===== config.mk =====
export PLATFORM = sky130hd
export DESIGN_NAME = hash_round_unwind
export DESIGN_NICKNAME = d
export VERILOG_FILES = /design/src/rtl/hash_round_unwind.sv
export SDC_FILE = /design/constraint.sdc
export NUM_CORES = 1
export LEC_CHECK = 0
export BUFFER_PORTS_ARGS = -buffer_cell sky130_fd_sc_hd__buf_2
export CAP_MARGIN = 40
export CELL_PAD_IN_SITES_DETAIL_PLACEMENT = 1
export CELL_PAD_IN_SITES_GLOBAL_PLACEMENT = 2
export CORE_MARGIN = 1
export CORE_UTILIZATION = 30
export CTS_CLUSTER_SIZE = 28
export DETAILED_ROUTE_END_ITERATION = 8
export GPL_ROUTABILITY_DRIVEN = 0
export HOLD_SLACK_MARGIN = 0.12
export PLACE_DENSITY = 0.95
export SYNTH_ARGS = -nofsm -noshare
export SYNTH_HDL_FRONTEND = slang
export SYNTH_SLANG_ARGS = --single-unit

===== constraint.sdc =====
create_clock -name clk -period 2.3 [get_ports clk]
set_input_delay 0.46 -clock clk [delete_from_list [all_inputs] [get_ports clk]]
set_output_delay 0.46 -clock clk [all_outputs]
set_load 0.01 [all_outputs]

===== src/rtl/hash_round_unwind.sv =====
// rtl/hash_round_unwind.sv - undoes hash main rounds one S-box value at a time
// Digest is loaded on start, unwound last-round-first, and the initial state is held until accepted.
module hash_round_unwind #(
  parameter int CNT_W = 8
) (
  input  logic             clk,
  input  logic             rst,
  input  logic             start,
  input  logic [7:0][3:0]  digest,
  input  logic [CNT_W-1:0] n_rounds,
  input  logic             s_valid,
  input  logic [3:0]       s_value,
  output logic             s_ready,
  input  logic             abort,
  output logic             busy,
  output logic [CNT_W-1:0] rounds_left,
  output logic             out_valid,
  output logic [7:0][3:0]  h_init,
  input  logic             out_ready
);

  typedef enum logic [1:0] {IDLE, RUN, DONE} state_t;

  state_t           state_q;
  logic [7:0][3:0]  h_q;
  logic [CNT_W-1:0] cnt_q;
  logic [7:0][3:0]  h_d;

  function automatic logic [3:0] rotr4(input logic [3:0] x, input logic [1:0] k);
    logic [7:0] t;
    t = {x, x} >> k;
    return t[3:0];
  endfunction

  // Each lane came from its right-hand neighbour after xor with s and a left rotate.
  always_comb begin
    h_d    = '0;
    h_d[1] = h_q[0] ^ s_value;
    h_d[2] = h_q[1] ^ s_value;
    h_d[3] = rotr4(h_q[2], 2'd1) ^ s_value;
    h_d[4] = rotr4(h_q[3], 2'd1) ^ s_value;
    h_d[5] = rotr4(h_q[4], 2'd2) ^ s_value;
    h_d[6] = rotr4(h_q[5], 2'd2) ^ s_value;
    h_d[7] = rotr4(h_q[6], 2'd3) ^ s_value;
    h_d[0] = rotr4(h_q[7], 2'd3) ^ s_value;
  end

  always_ff @(posedge clk or posedge rst) begin
    if (rst) begin
      state_q <= IDLE;
      h_q     <= '0;
      cnt_q   <= '0;
    end else if (abort) begin
      state_q <= IDLE;
    end else begin
      case (state_q)
        IDLE: if (start) begin
          h_q     <= digest;
          cnt_q   <= n_rounds;
          state_q <= (n_rounds == '0) ? DONE : RUN;
        end
        RUN: if (s_valid) begin
          h_q   <= h_d;
          cnt_q <= cnt_q - CNT_W'(1);
          if (cnt_q == CNT_W'(1)) state_q <= DONE;
        end
        DONE: if (out_ready) state_q <= IDLE;
        default: state_q <= IDLE;
      endcase
    end
  end

  assign s_ready     = (state_q == RUN);
  assign busy        = (state_q != IDLE);
  assign out_valid   = (state_q == DONE);
  assign h_init      = (state_q == DONE) ? h_q : '0;
  assign rounds_left = cnt_q;

endmodule


[Word-level counts from Yosys, hierarchy flattened]
Index checks and enable logic that the tools add are counted.
Storage, ports and cells
  bits in registers: 42
  bits of input ports: 50
Cells by class
  $add $sub $neg: 1
  equal/unequal tests: 9
  mux-type cells: 14
  bitwise operators: 9
  reductions and logical operators: 6
Operators by type and width (number)
  2-to-1 mux 32 bit: 3
  one-hot mux 32 bit (2 select lines): 1
  bitwise XOR 4 bit: 8
  2-to-1 mux 8 bit: 2
  one-hot mux 8 bit (2 select lines): 1
  2-to-1 mux 2 bit: 6
  == test 8 x 1 -> 1 bit, second input constant: 1
  logical NOT 8 bit: 1
  AND reduction 4 bit: 2
  subtractor 8 x 1 -> 8 bit, second input constant: 1
  inequality test 3 x 2 -> 1 bit, second input constant: 2
  one-hot mux 2 bit (3 select lines): 1
  inequality test 2 bit, second input constant: 2
  nonzero test 2 bit: 2
  inequality test 3 x 1 -> 1 bit, second input constant: 1
  inequality test 3 bit, second input constant: 1
  == test 2 x 1 -> 1 bit, second input constant: 1
  == test 2 bit, second input constant: 1
  logical NOT 2 bit: 1
  inverter 1 bit: 1

[Depth between registers and ports, before layout]
  word-level depth: 5
  mapped depth: 6
  mapped depth without buffers: 5

[Least setup slack after synthesis]
No wires, ideal clock.
  kind: reg-to-output
  from: register state_q[0]
  to: output h_init[22] in the netlist's numbering
  arrival: 1.168 ns
  setup slack: 0.672 ns
  stages on the path, launching flop included: 4
  cells stage by stage: dfrtp_1 nor2b_1 clkbuf_1 and2_1
RTL lines
  from (decl): line 24  | state_t state_q;
  from (signal assigned): line 60  | state_q <= (n_rounds == '0) ? DONE : RUN;
  to (decl): line 18  | output logic [7:0][3:0] h_init,

==> parameters.txt <==
Parameter                              Value

Setup path
  Data arrival time of the worst path ... around 1.5 ns
  Startpoint kind of the worst setup timing path ... flip-flop
  Data required, critical path ... approximately 1.8 ns
  R2r startpoint ... state_q[0]
  Worst Setup Path Type ... flip-flop to primary output
  Peak fanout along the critical path ... 25
  Worst setup EP type ... primary output
  Worst setup path startpoint ... state_q[0]

Route
  Routed WL per cell ... ~15 um
  Post-Route WL ... between 7000 and 8000 um
  Antenna Nets Post-Route ... 0
  Routed via count ... approximately 2400
  Met3 routed WL ... approximately 320 um
  Starting DRT DRC Count ... 84
  Number of vias per cell ... roughly 4.8
  Top Metal Used ... met4
  Total length of routed met2 wires ... ~3400 um
  Met1 layer wirelength in the final routing ... 3617 um
  Router iterations before antenna repair ... 4
  DRC Markers ... 0

Timing
  Worst hold slack after final layout ... just over 0.3 ns
  Final setup skew ... about 0.0095 ns
  Final hold viol count ... 0
  Slew @ Worst Pin ... a little under 0.8 ns
  Setup TNS ... 0 ns
  Minimum period implied by the final worst setup slack ... roughly 1.9 ns
  Endpoints failing setup ... 0
  Max frequency ... between 500 and 600 MHz
  Ratio of final minimum period to clock period ... 0.8323
  RSZ-0062 raised after global routing ... false
  Normalized max-slew margin ... 0.4844
  Count of final max-slew check failures ... 0

Yosys
  Post-synthesis adder-cell area fraction ... 0.009461
  Area fraction in compound gates after synthesis ... 0.1925
  Synthesized netlist cell count ... around 320
  Share of synthesized area spent on multiplexers ... 0.005676
  Netlist cell types ... 39
  Post-Synthesis Net Count ... ~380
  Basic-gate share of the synthesized area counting and, or, nand and nor cells ... 0.2294
  Synthesized area divided by synthesized cell count ... between 8 and 9 um^2
  Post-Syn Area ... ~0.0026 mm^2
  Register area share after synthesis ... 0.3974
  Xor/xnor share of the synthesized area ... 0.1060
  Dominant combinational cell family by area after synthesis ... simple AND/OR/NAND/NOR gates
  Count of warnings emitted by yosys ... 0
  Number of storage elements in the synthesis netlist ... 42

Hold path
  Path type of the worst min-delay path ... input port to asynchronous set/reset pin

Global route
  Number of global-route vias before repair ... ~2500
  Number of antenna violations at the first check in global routing ... 0
  Remaining Overflow, GRT ... 0
  GRT Util Overall ... 0.1746
  Largest net degree at the start of global routing ... 76
  First-pass GRT wire length ... about 12000 um

Cells and area
  Layout net count ... 456
  Most used cells in the layout excluding fill and tap cells ... sky130_fd_sc_hd__buf_2, sky130_fd_sc_hd__dfrtp_1, sky130_fd_sc_hd__nor2_1
  Filler Cells Inserted ... ~1000
  Area growth from synthesis to final layout ... 23.98%
  Final std cells w/o fill ... approximately 500
  ANT cells ... 0
  Commonest non-fill, non-tap cell in the layout ... sky130_fd_sc_hd__buf_2
  Share of cells above drive strength 1 ... 0.2889

CTS
  Number of resized instances in the post-cts repair step ... 0
  Root buf cell ... sky130_fd_sc_hd__clkbuf_8
  Clk sink count ... 42
  Number of levels in the clock H-tree ... 2
  Hold-fix buffer count after cts ... 0
  Post-CTS setup buffer count ... 0
  Deepest clock path buffer count ... 2
  TritonCTS clock tree ... yes
  Clock edge transition at the registers on the reported setup and hold paths ... 0.09 ns
  Insertion delay to the later sink of the worst-skew pair ... slightly below 0.3 ns
  Number of buffers inserted during clock tree synthesis ... 5

Floorplanning
  Cell Rows ... 33
  I/O pin count ... between 90 and 100
  Area of the die ... approximately 0.0092 mm^2
  Core box area ... roughly 0.0084 mm^2
  Die W ... 95.90 um
  DIE HEIGHT ... around 96 um
  Starting utilization of the core area ... 0.3156

Run
  Max-capacitance violation count ... 0

Pwr
  Worst VDD drop ... ~0.26 mV
  Cell area power density ... 714.0 mW/mm^2
  Leakage ... around 1.6 nW

Placed design
  Total half-perimeter wirelength after legalization and detailed placement ... 5552 um
  Count of input and output buffers ... 92
  Total placed cells including tap cells ... approximately 500

Outcome
  Status ... finished, final reports clean
## area by class of cell
class / instances / area [um^2] / share of cell area
Inverter: 6 / 22.52 / 0.006868
Tap cell: 105 / 131.4 / 0.04006
Multi-Input combinational cell: 251 / 1441 / 0.4395
Clock buffer: 5 / 68.82 / 0.02098
Timing Repair Buffer: 98 / 543.0 / 0.1656
Sequential cell: 42 / 1051 / 0.3205
Clock inverter: 3 / 21.27 / 0.006486
## state kept, by name, indices dropped and copies added, names as in the netlist
signal,flops
h_q,32
rounds_left,8
state_q,2
## synthesized netlist by cell type
| library cell | number | area share |
|---|---|---|
| sky130_fd_sc_hd__mux2_4 | 1 | 0.0057 |
| sky130_fd_sc_hd__o2111ai_1 | 1 | 0.0033 |
| sky130_fd_sc_hd__nand3_1 | 1 | 0.0019 |
| sky130_fd_sc_hd__xnor2_1 | 32 | 0.11 |
| sky130_fd_sc_hd__buf_4 | 1 | 0.0028 |
| sky130_fd_sc_hd__a21oi_2 | 2 | 0.0066 |
| sky130_fd_sc_hd__nand4_1 | 1 | 0.0024 |
| sky130_fd_sc_hd__nor2b_1 | 1 | 0.0024 |
| sky130_fd_sc_hd__clkbuf_2 | 6 | 0.011 |
| sky130_fd_sc_hd__clkbuf_1 | 5 | 0.0071 |
| sky130_fd_sc_hd__inv_1 | 6 | 0.0085 |
| sky130_fd_sc_hd__o22ai_1 | 1 | 0.0024 |
| sky130_fd_sc_hd__dfrtp_1 | 42 | 0.40 |
| sky130_fd_sc_hd__nor3_4 | 1 | 0.0062 |
| sky130_fd_sc_hd__o2bb2ai_1 | 2 | 0.0066 |
| sky130_fd_sc_hd__a21boi_2 | 1 | 0.0043 |
| sky130_fd_sc_hd__nor4b_1 | 1 | 0.0033 |
| sky130_fd_sc_hd__a31oi_1 | 2 | 0.0047 |
| sky130_fd_sc_hd__nor3b_1 | 2 | 0.0057 |
| sky130_fd_sc_hd__nand2_1 | 34 | 0.048 |
| sky130_fd_sc_hd__or3_1 | 1 | 0.0024 |
| sky130_fd_sc_hd__and3_1 | 3 | 0.0071 |
| sky130_fd_sc_hd__ha_1 | 2 | 0.0095 |
| sky130_fd_sc_hd__a221o_1 | 1 | 0.0038 |
| sky130_fd_sc_hd__buf_6 | 3 | 0.013 |
| sky130_fd_sc_hd__o21ai_1 | 23 | 0.044 |
| sky130_fd_sc_hd__and4_1 | 1 | 0.0033 |
| sky130_fd_sc_hd__o22a_1 | 1 | 0.0033 |
| sky130_fd_sc_hd__or2_2 | 1 | 0.0024 |
| sky130_fd_sc_hd__a2bb2oi_1 | 1 | 0.0033 |
| sky130_fd_sc_hd__nand2_2 | 1 | 0.0024 |
| sky130_fd_sc_hd__nor2_1 | 40 | 0.057 |
| sky130_fd_sc_hd__nor4_1 | 2 | 0.0047 |
| sky130_fd_sc_hd__a211oi_2 | 1 | 0.0047 |
| sky130_fd_sc_hd__buf_2 | 9 | 0.017 |
| sky130_fd_sc_hd__o21ai_0 | 17 | 0.032 |
| sky130_fd_sc_hd__a21oi_1 | 39 | 0.074 |
| sky130_fd_sc_hd__and2_1 | 32 | 0.076 |
| sky130_fd_sc_hd__nand2b_1 | 2 | 0.0047 |
## layer usage
metal | up-vias | global-route usage
met3 | 7 | 0.02765
met2 | 60 | 0.2899
li1 | 1232 | -
met4 | 0 | 0.04353
met5 | - | 0
met1 | 1142 | 0.2368
## logic make-up after synthesis
kind of cell	after synthesis
flip-flops	42
adder cells (fa/ha/maj)	2
AND/OR/NAND/NOR	124
XOR/XNOR	32
AO/OA/AOI/OAI	92
multiplexers	1
buffers and inverters	30
## power by group
group          internal, mW  switching (mW)  total (mW)  leakage (nW)
Sequential            0.915           0.195        1.11         0.520
Clock                 0.214           0.272       0.486        0.0441
Combinational         0.346           0.400       0.746          1.01
Total                  1.47           0.867        2.34          1.58
## worst paths after layout
check / end / slack (ns) / depth (start not counted)
max: h_init[31] / 0.39 / 4
min: rounds_left[7] / 0.30 / 2
max reg2reg: h_q[14] / 0.51 / 4
min reg2reg: h_q[13] / 0.54 / 2
max in group asynchronous: h_q[14] / 1.38 / 3
min in group clk: h_q[22] / 0.43 / 3
## per-stage QoR
| stage | setup WS [ns] | instance area [um^2] | power, mW | utilization |
|---|---|---|---|---|
| finish | 0.3857 | 3279 | 2.341 | 0.3913 |
| global route | 0.2755 | 3279 | 2.532 | 0.3913 |
| CTS | 0.3366 | 3279 | 2.381 | 0.3913 |
| detailed placement | 0.4300 | 3189 | 1.884 | 0.3805 |
| global placement | 0.5389 | 3189 | 1.851 | 0.3805 |
| floorplan | 0.6722 | 2645 | 1.624 | - |
## worst max-delay path, cell delays in order (launching register included)
cell and delay [ns]:
sky130_fd_sc_hd__dfrtp_1 0.47, sky130_fd_sc_hd__nor2b_2 0.16, sky130_fd_sc_hd__buf_4 0.24, sky130_fd_sc_hd__and2_1 0.17
sky130_fd_sc_hd__buf_2 0.13
(Power assumes the default switching activity.)
